$ cat src/rtl/key_conditioner.sv
// Push-button conditioner: 2-flop sync, N-of-N debounce on divider ticks,
// debounced level plus single-cycle press/release/auto-repeat pulses per key.
module key_conditioner #(
  parameter int N_KEYS       = 4,
  parameter int DEPTH        = 4,
  parameter int HOLD_TICKS   = 250,
  parameter int REPEAT_TICKS = 50,
  parameter int CNT_W        = 8
) (
  input  logic              clk,
  input  logic              rst_n,
  input  logic              deb_clk_in,
  input  logic [N_KEYS-1:0] pb_in,
  output logic [N_KEYS-1:0] pb_level,
  output logic [N_KEYS-1:0] pb_press,
  output logic [N_KEYS-1:0] pb_release,
  output logic [N_KEYS-1:0] pb_rpt,
  output logic [N_KEYS-1:0] pb_act
);

  typedef enum logic [1:0] {
    ST_IDLE   = 2'd0,
    ST_HELD   = 2'd1,
    ST_REPEAT = 2'd2
  } key_state_t;

  localparam logic [CNT_W-1:0] HOLD_C = CNT_W'(HOLD_TICKS);
  localparam logic [CNT_W-1:0] RPT_C  = CNT_W'(REPEAT_TICKS);

  logic              r_deb_q;
  logic              w_tick;
  logic [N_KEYS-1:0] r_sync1;
  logic [N_KEYS-1:0] r_sync2;
  logic [DEPTH-1:0]  r_sh        [N_KEYS];
  logic [DEPTH-1:0]  w_sh_next   [N_KEYS];
  logic [N_KEYS-1:0] w_lvl_next;
  logic [N_KEYS-1:0] w_rpt_next;
  key_state_t        r_state     [N_KEYS];
  key_state_t        w_state_next[N_KEYS];
  logic [CNT_W-1:0]  r_cnt       [N_KEYS];
  logic [CNT_W-1:0]  w_cnt_next  [N_KEYS];
  logic [CNT_W-1:0]  w_cnt_inc   [N_KEYS];

  // Rising edge of the divider level is the sample enable; deb_q resets high
  // so a level already high at reset release does not count as an edge.
  assign w_tick = deb_clk_in & ~r_deb_q;
  assign pb_act = pb_press | pb_rpt;

  always_comb begin
    for (int i = 0; i < N_KEYS; i++) begin
      w_sh_next[i]    = {r_sh[i][DEPTH-2:0], r_sync2[i]};
      w_lvl_next[i]   = (&w_sh_next[i])  ? 1'b1 :
                        (~|w_sh_next[i]) ? 1'b0 : pb_level[i];
      w_cnt_inc[i]    = r_cnt[i] + CNT_W'(1);
      w_state_next[i] = r_state[i];
      w_cnt_next[i]   = r_cnt[i];
      w_rpt_next[i]   = 1'b0;
      if (w_tick) begin
        case (r_state[i])
          ST_IDLE: begin
            if (w_lvl_next[i]) begin
              w_state_next[i] = ST_HELD;
              w_cnt_next[i]   = '0;
            end
          end
          ST_HELD: begin
            if (!w_lvl_next[i]) begin
              w_state_next[i] = ST_IDLE;
              w_cnt_next[i]   = '0;
            end else if (w_cnt_inc[i] == HOLD_C) begin
              w_state_next[i] = ST_REPEAT;
              w_cnt_next[i]   = '0;
              w_rpt_next[i]   = 1'b1;
            end else begin
              w_cnt_next[i]   = w_cnt_inc[i];
            end
          end
          ST_REPEAT: begin
            // Release wins over a repeat that falls due on the same tick.
            if (!w_lvl_next[i]) begin
              w_state_next[i] = ST_IDLE;
              w_cnt_next[i]   = '0;
            end else if (w_cnt_inc[i] == RPT_C) begin
              w_cnt_next[i]   = '0;
              w_rpt_next[i]   = 1'b1;
            end else begin
              w_cnt_next[i]   = w_cnt_inc[i];
            end
          end
          default: begin
            w_state_next[i] = ST_IDLE;
            w_cnt_next[i]   = '0;
          end
        endcase
      end
    end
  end

  always_ff @(posedge clk or negedge rst_n) begin
    if (!rst_n) begin
      r_deb_q    <= 1'b1;
      r_sync1    <= '0;
      r_sync2    <= '0;
      pb_level   <= '0;
      pb_press   <= '0;
      pb_release <= '0;
      pb_rpt     <= '0;
      for (int i = 0; i < N_KEYS; i++) begin
        r_sh[i]    <= '0;
        r_state[i] <= ST_IDLE;
        r_cnt[i]   <= '0;
      end
    end else begin
      r_deb_q    <= deb_clk_in;
      r_sync1    <= pb_in;
      r_sync2    <= r_sync1;
      pb_press   <= {N_KEYS{w_tick}} & ~pb_level & w_lvl_next;
      pb_release <= {N_KEYS{w_tick}} & pb_level & ~w_lvl_next;
      pb_rpt     <= w_rpt_next;
      if (w_tick) begin
        pb_level <= w_lvl_next;
        for (int i = 0; i < N_KEYS; i++) begin
          r_sh[i] <= w_sh_next[i];
        end
      end
      for (int i = 0; i < N_KEYS; i++) begin
        r_state[i] <= w_state_next[i];
        r_cnt[i]   <= w_cnt_next[i];
      end
    end
  end

endmodule

$ cat config.mk
export PLATFORM = sky130hd
export DESIGN_NAME = key_conditioner
export DESIGN_NICKNAME = d
export VERILOG_FILES = /design/src/rtl/key_conditioner.sv
export SDC_FILE = /design/constraint.sdc
export NUM_CORES = 1
export LEC_CHECK = 0
export ABC_CLOCK_PERIOD_IN_PS = 6970
export BUFFER_PORTS_ARGS = -buffer_cell sky130_fd_sc_hd__buf_2
export CAP_MARGIN = 20
export CORE_ASPECT_RATIO = 1.1
export CORE_MARGIN = 3
export CORE_UTILIZATION = 66
export CTS_CLUSTER_DIAMETER = 200
export DETAILED_ROUTE_END_ITERATION = 8
export MAX_ROUTING_LAYER = met4
export PLACE_DENSITY = 0.95
export REMOVE_ABC_BUFFERS = 1
export SLEW_MARGIN = 20
export SYNTH_ARGS = -nofsm -noshare
export SYNTH_HDL_FRONTEND = slang
export SYNTH_SLANG_ARGS = --single-unit
$ cat constraint.sdc
create_clock -name clk -period 6.97 [get_ports clk]
set_clock_uncertainty 0.15 [all_clocks]
set_input_delay 0.697 -clock clk [delete_from_list [all_inputs] [get_ports clk]]
set_output_delay 0.697 -clock clk [all_outputs]
set_load 0.005 [all_outputs]
==> results of run 1 <==
flip-flops by register name (all words and copies together), names as in the netlist:
signal      count
r_sh           12
r_deb_q         1
r_state         8
r_sync2         4
pb_level        4
pb_release      4
pb_rpt          4
pb_press        4
r_cnt          32
r_sync1         4
worst min-delay path by stage:
stage	endpoint	slack [ns]	depth (start not counted)
after detailed placement	r_sync2[2]	0.19	0
after global routing	r_sync2[0]	0.21	0
after global placement	r_sync2[0]	0.19	0
after CTS	r_sync2[2]	0.20	0
final	r_sync2[3]	0.20	0
after floorplan	r_sync2[0]	0.18	0
cell usage after synthesis, types with 2 or more instances:
library cell	n	area share, %
and2_1	3	0.43
nand4_1	9	1.3
ha_1	20	5.7
a31o_2	4	0.79
and4_1	2	0.40
and4b_1	2	0.45
o31ai_1	6	1.0
a21o_1	11	1.9
o21ai_1	2	0.23
a22o_1	2	0.40
nor3b_1	2	0.34
nor4_1	2	0.28
o31a_1	5	0.99
or3_1	7	0.99
nand2b_1	5	0.71
nor3_1	17	1.9
xor2_1	4	0.79
o2111a_1	2	0.51
and3_1	12	1.7
nand2_1	77	6.6
nor2_1	36	3.1
and3b_1	2	0.40
a31oi_1	6	0.85
or2_2	5	0.71
dfrtp_1	76	43
a32o_1	2	0.45
nand3_1	14	1.6
a211oi_1	6	1.0
o21ai_0	31	3.5
o21a_1	3	0.51
clkbuf_1	12	1.0
o32ai_1	2	0.40
buf_2	5	0.57
or4_1	2	0.34
inv_1	29	2.5
buf_4	3	0.51
a21oi_1	26	3.0
o211ai_1	4	0.68
xnor2_1	9	1.8
cell type report:
cell class,count,share of cell area (%)
multi-input cells,368,47.9
flip-flops and latches,77,40.5
clock buffers,14,3.42
repair buffers,28,3.10
inverters,29,2.29
well taps,80,2.10
clock inverters,1,0.631
per-layer routing:
metal	vias to the layer above	GRT usage [%]	wire (um)
met2	158	42.6	4820
met4	0	16.4	329
li1	1795	-	-
met5	-	-	0
met1	1866	31.5	3780
met3	34	3.86	529
placed cells by master, fill, tap and decap left out, types with 11 or more instances in the layout:
| master | n |
|---|---|
| a21oi_1 | 26 |
| nor2_1 | 36 |
| buf_2 | 25 |
| clkbuf_8 | 11 |
| dfrtp_1 | 76 |
| o21ai_0 | 31 |
| a21o_1 | 11 |
| inv_1 | 29 |
| and3_1 | 12 |
| nand3_1 | 14 |
| nand2_1 | 77 |
| nor3_1 | 17 |
| ha_1 | 20 |
metrics by stage:
stage	instance area (um^2)	worst slack, ns
2_1_floorplan	4320	4.38
3_3_place_gp	4560	4.48
3_5_place_dp	4560	4.34
4_1_cts	4760	4.31
5_1_grt	4760	3.99
6_report	4760	4.30
power by group:
part           switching [mW]  internal [mW]  total (mW)
Clock                   0.152          0.184       0.336
Sequential             0.0535          0.498       0.552
Combinational           0.227          0.136       0.363
Total                   0.432          0.818        1.25
cells by family (layout without fill, tap and decap cells):
group / Yosys count / count (layout)
mux: 2 / 2
simple gates: 204 / 204
compound gates: 129 / 129
fa+ha+maj: 20 / 20
xor+xnor: 13 / 13
flops: 77 / 77
buf+inv: 49 / 72
==> out/qor.txt, run 1 <==
cell count of the worst reg-to-reg path = 8
CP max stage delay = 0.42 ns
Post-synth ARST share = 100%
CP Depth = 8
crit path from = r_cnt[8]
Slew Limit Fails = 0
first-pass GRT wire length = 16.2 mm
CTS Buf Count = 9
setup TNS = 0 ns
Post-CTS Resized = 0
CTS H-tree depth = 3
Post-CTS Setup Inserts = 0
CTS tree = built
vias in the first global route = 3772
Clock Sink Count = 77
CP delay by family, top = simple AND/OR/NAND/NOR gates
most frequent CP cell = nor2_1
placed insts = 582
Die Y = 91.7 um
Lkg Pwr = 2.25 nW
port bufs = 26
flop-to-flop setup slack = 4.30 ns
FF+latch count, synth = 77
DIE AREA = 0.00770 mm^2
Post-CTS Hold Fix Bufs = 0
row count = 30
Finished Core Util = 75.4%
Post-Syn Area = 0.00441 mm^2
crit path time final = 2.67 ns
routed vias/inst = 6.45
Hold WS = 0.197 ns
Reg clk slew, reported paths = 0.08 ns
pin count of the biggest net entering global routing = 78
Core Footprint = 0.00631 mm^2
HPWL Detailed = 6.56 mm
fmax = 374 MHz
initial antenna violation count = 0
post-synthesis cell type count = 66
Final period util = 38.3%
Area Overhead vs Synth = 7.89%
FF+latch area = 0.00193 mm^2
maximum clock insertion buffer count = 2
CP cell instances = ha_1 > nand3_2 > nor3_1 > nor2_1 > o31a_1 > nor2_1 > mux2_2 > o21ai_0
fillers = 425
via count = 3853
Iter 0 DRT Violations = 261
Power, Total = 1.25 mW
Hold Path Class = reg2reg
CP endpoint = r_state[3]
simple-gate share of the synthesized area = 22.6%
Final #Nets = 540
Cell Pwr Density = 263 mW/mm^2
Post-synth EDFFs = 0
CP Buf/Inv Count = 0
Gate Count Post-Synth = 494
Die Width = 83.9 um
WP data required = 7.08 ns
ys flop type = dfrtp_1
final hold vios = 0
Seq/Total Area, Yosys = 43.7%
worst-margin pin slew = 0.935 ns
CP max stage cell = dfrtp_1
initial core utilization = 69.9%
Synth Area in Adders = 5.68%
clock root buffer master = clkbuf_8
CP Class = reg2reg
post-route ant nets = 0
Synth Area in Compound Gates = 20.3%
global route overflow = 0
# setup viols final = 0
Avg WL per Cell = 15.8 um
Worst Hold Launch = r_sync1[3]
worst reg2reg path startpoint = r_cnt[8]
status = complete, no violations
Synth Area in XOR/XNOR = 2.58%
clk_lat worst skew = 0.35 ns
diodes inserted = 0
syn_area_per_cell = 8.92 um^2
crit path launch type = flip-flop
Total GRT Usage = 26.5%
share of cells above drive strength 1 = 11.6%
endpoint class of the critical path = flip-flop
worst vdd ir = 146 uV
max-cap viol count = 0
data arrival time of the worst path = 2.78 ns
relative slew slack = 37.7%
WL final = 9.46 mm
Multi-input gate area = 0.00228 mm^2
first drt pass iteration count = 4
Yosys warning total = 0
Reg2Reg Capture Point = r_state[3]
Placer Congestion = 0.924
Worst Path Max Fanout = 6
post-route DRC violation count = 0
unrepaired setup endpoints after global routing = no
main combinational cell family by area after synthesis = simple AND/OR/NAND/NOR gates
# IOs = 27
mux cell area share after synthesis = 0.483%
Non-Filler Instances = 597
No activity file was read; power rests on OpenSTA's default activity.
==> inputs of run 2 (changes only) <==
--- a/config.mk
+++ b/config.mk
@@ -5,16 +5,16 @@
 export SDC_FILE = /design/constraint.sdc
 export NUM_CORES = 1
 export LEC_CHECK = 0
-export ABC_CLOCK_PERIOD_IN_PS = 6970
+export ABC_CLOCK_PERIOD_IN_PS = 2600
 export BUFFER_PORTS_ARGS = -buffer_cell sky130_fd_sc_hd__buf_2
 export CAP_MARGIN = 20
 export CORE_ASPECT_RATIO = 1.1
 export CORE_MARGIN = 3
-export CORE_UTILIZATION = 66
+export CORE_UTILIZATION = 61
 export CTS_CLUSTER_DIAMETER = 200
 export DETAILED_ROUTE_END_ITERATION = 8
 export MAX_ROUTING_LAYER = met4
-export PLACE_DENSITY = 0.95
+export PLACE_DENSITY = 0.89
 export REMOVE_ABC_BUFFERS = 1
 export SLEW_MARGIN = 20
 export SYNTH_ARGS = -nofsm -noshare
==> constraint.sdc (replaced) <==
create_clock -name clk -period 2.6 [get_ports clk]
set_clock_uncertainty 0.15 [all_clocks]
set_input_delay 0.26 -clock clk [delete_from_list [all_inputs] [get_ports clk]]
set_output_delay 0.26 -clock clk [all_outputs]
set_load 0.005 [all_outputs]
==> run 2 against run 1 <==
Effect of this change:
- power grew to 2.8 times the previous value
- first-iteration DRC count is 28% lower
- clock power rose to 3.0 times the previous value
- combinational power grew to 2.8 times the previous value
- register-to-register slack worse by 4.2 ns
- worst setup slack lost 4.2 ns
- hold slack better by 0.0034 ns
- non-clock buffer count grew 16
- count of clock-buffer cells in the layout decreased by 1
- largest cell class unchanged
- largest power group unchanged
==> out/qor.txt, run 2 (synthesis results as in run 1) <==
# IOs = 27
clk_lat worst skew = 0.35 ns
Non-Filler Instances = 616
CTS Buf Count = 9
post-route ant nets = 0
HPWL Detailed = 6.32 mm
crit path launch type = flip-flop
WL final = 9.36 mm
worst reg2reg path startpoint = r_cnt[17]
Power, Total = 3.52 mW
via count = 3789
Total GRT Usage = 24.5%
dpl ws = 0.0829 ns
Placer Congestion = 0.915
initial core utilization = 64.9%
Core Footprint = 0.00679 mm^2
Final period util = 96.4%
most common cell after layout, fill and taps aside = nand2_1
routed vias/inst = 6.15
fin worst setup slack = 0.0923 ns
relative slew slack = 37.4%
initial antenna violation count = 0
Die Width = 87.1 um
Reg clk slew, reported paths = 0.08 ns
Worst Path Max Fanout = 5
Die Y = 95.2 um
Avg WL per Cell = 15.2 um
CTS H-tree depth = 3
Reg with most FFs = r_cnt
setup TNS = 0 ns
Largest regs = r_cnt: 32 flops, r_sh: 12 flops, r_state: 8 flops
share of cells above drive strength 1 = 14.8%
# setup viols final = 0
WP data required = 2.69 ns
placed insts = 591
first-pass GRT wire length = 15.7 mm
Slew Limit Fails = 0
pin count of the biggest net entering global routing = 78
worst-margin pin slew = 0.939 ns
Iter 0 DRT Violations = 187
crit path time final = 2.51 ns
DIE AREA = 0.00828 mm^2
Hold Path Class = reg2reg
Cell Pwr Density = 709 mW/mm^2
final hold vios = 0
crit path from = r_cnt[17]
diodes inserted = 0
max-cap viol count = 0
row count = 31
Area Overhead vs Synth = 12.6%
Hold WS = 0.201 ns
Worst Hold Depth = 0
Reg2Reg Capture Point = r_cnt[23]
Lkg Pwr = 2.33 nW
global route overflow = 0
worst vdd ir = 456 uV
CP Class = reg2reg
vias in the first global route = 3490
Final #Nets = 556
endpoint class of the critical path = flip-flop
max reg flops = 32
cell count of the worst reg-to-reg path = 8
Hold Path End = r_sync2[3]
Worst Hold Launch = r_sync1[3]
data arrival time of the worst path = 2.60 ns
CTS tree = built
most frequent cells in the layout = 77 x nand2_1, 72 x dfrtp_1, 36 x nor2_1, 30 x o21ai_0, 29 x inv_1
port bufs = 26
Clock Sink Count = 77
post-route DRC violation count = 0
fmax = 399 MHz
unrepaired setup endpoints after global routing = no
clock root buffer master = clkbuf_8
status = complete, no violations
maximum clock insertion buffer count = 2
first drt pass iteration count = 5
flop-to-flop setup slack = 0.09 ns
[run 2: cell types whose count changed in the layout (fill, tap and decap cells not counted), sizes merged]
cell	change
buf	+10
dlygate4sd3	+6
bufinv	+1
clkbuf	-1
clkinvlp	+1
[run 2: worst max-delay path by stage]
| stage | to | slack (ns) | depth (start not counted) |
|---|---|---|---|
| after detailed placement | r_cnt[23] | 0.08 | 8 |
| after global placement | r_cnt[12] | 0.19 | 8 |
| after floorplan | r_cnt[23] | 0.20 | 8 |
| final | r_cnt[23] | 0.09 | 8 |
| after CTS | r_cnt[22] | 0.06 | 8 |
| after global routing | r_cnt[23] | 0.01 | 8 |
[run 2: layout make-up]
type	instances	area (um^2)
sequential	77	1930
tap	82	103
multi-input combinational	368	2310
inverter	29	109
clock buffer	13	159
timing repair buffer	44	283
clock inverter	3	67.6
fill	487	1820
[run 2: where the power goes]
group | internal [mW] | leakage [nW] | switching (mW)
Combinational | 0.404 | 1.20 | 0.621
Sequential | 1.34 | 1.02 | 0.146
Clock | 0.594 | 0.110 | 0.420
[run 2: critical path, cell delays in order (launching register included)]
cell,delay [ns]
dfrtp_2,0.40
ha_1,0.18
nand3_1,0.16
or3_4,0.38
a2111oi_4,0.41
a21boi_2,0.16
nor2_4,0.19
nor2_1,0.08
a221o_1,0.29
[run 2: metrics by stage]
stage / util (%) / cell area, um^2
final: 73.1 / 4960
after global routing: 73.1 / 4960
after CTS: 72.3 / 4900
after detailed placement: 68.0 / 4620
after global placement: 68.0 / 4620
after floorplan: - / 4320
[run 2: per-layer routing]
layer  GRT usage [%]  vias up  wire (um)  part of all wire (%)
met5               -        -          0                     0
met3            3.37       21        471                   5.0
met2            39.9      137       4750                    51
met4            12.7        0        228                   2.4
li1                -     1830          -                     -
met1            29.8     1801       3910                    42
[run 2: what timing repair did]
action | 4_1_cts | 5_1_grt
buffers inserted | 0 | 3
endpoints found under the hold margin | 81 | 0
hold buffers | 6 | 0
setup endpoints to repair | 0 | 10
resized for setup | 0 | 10
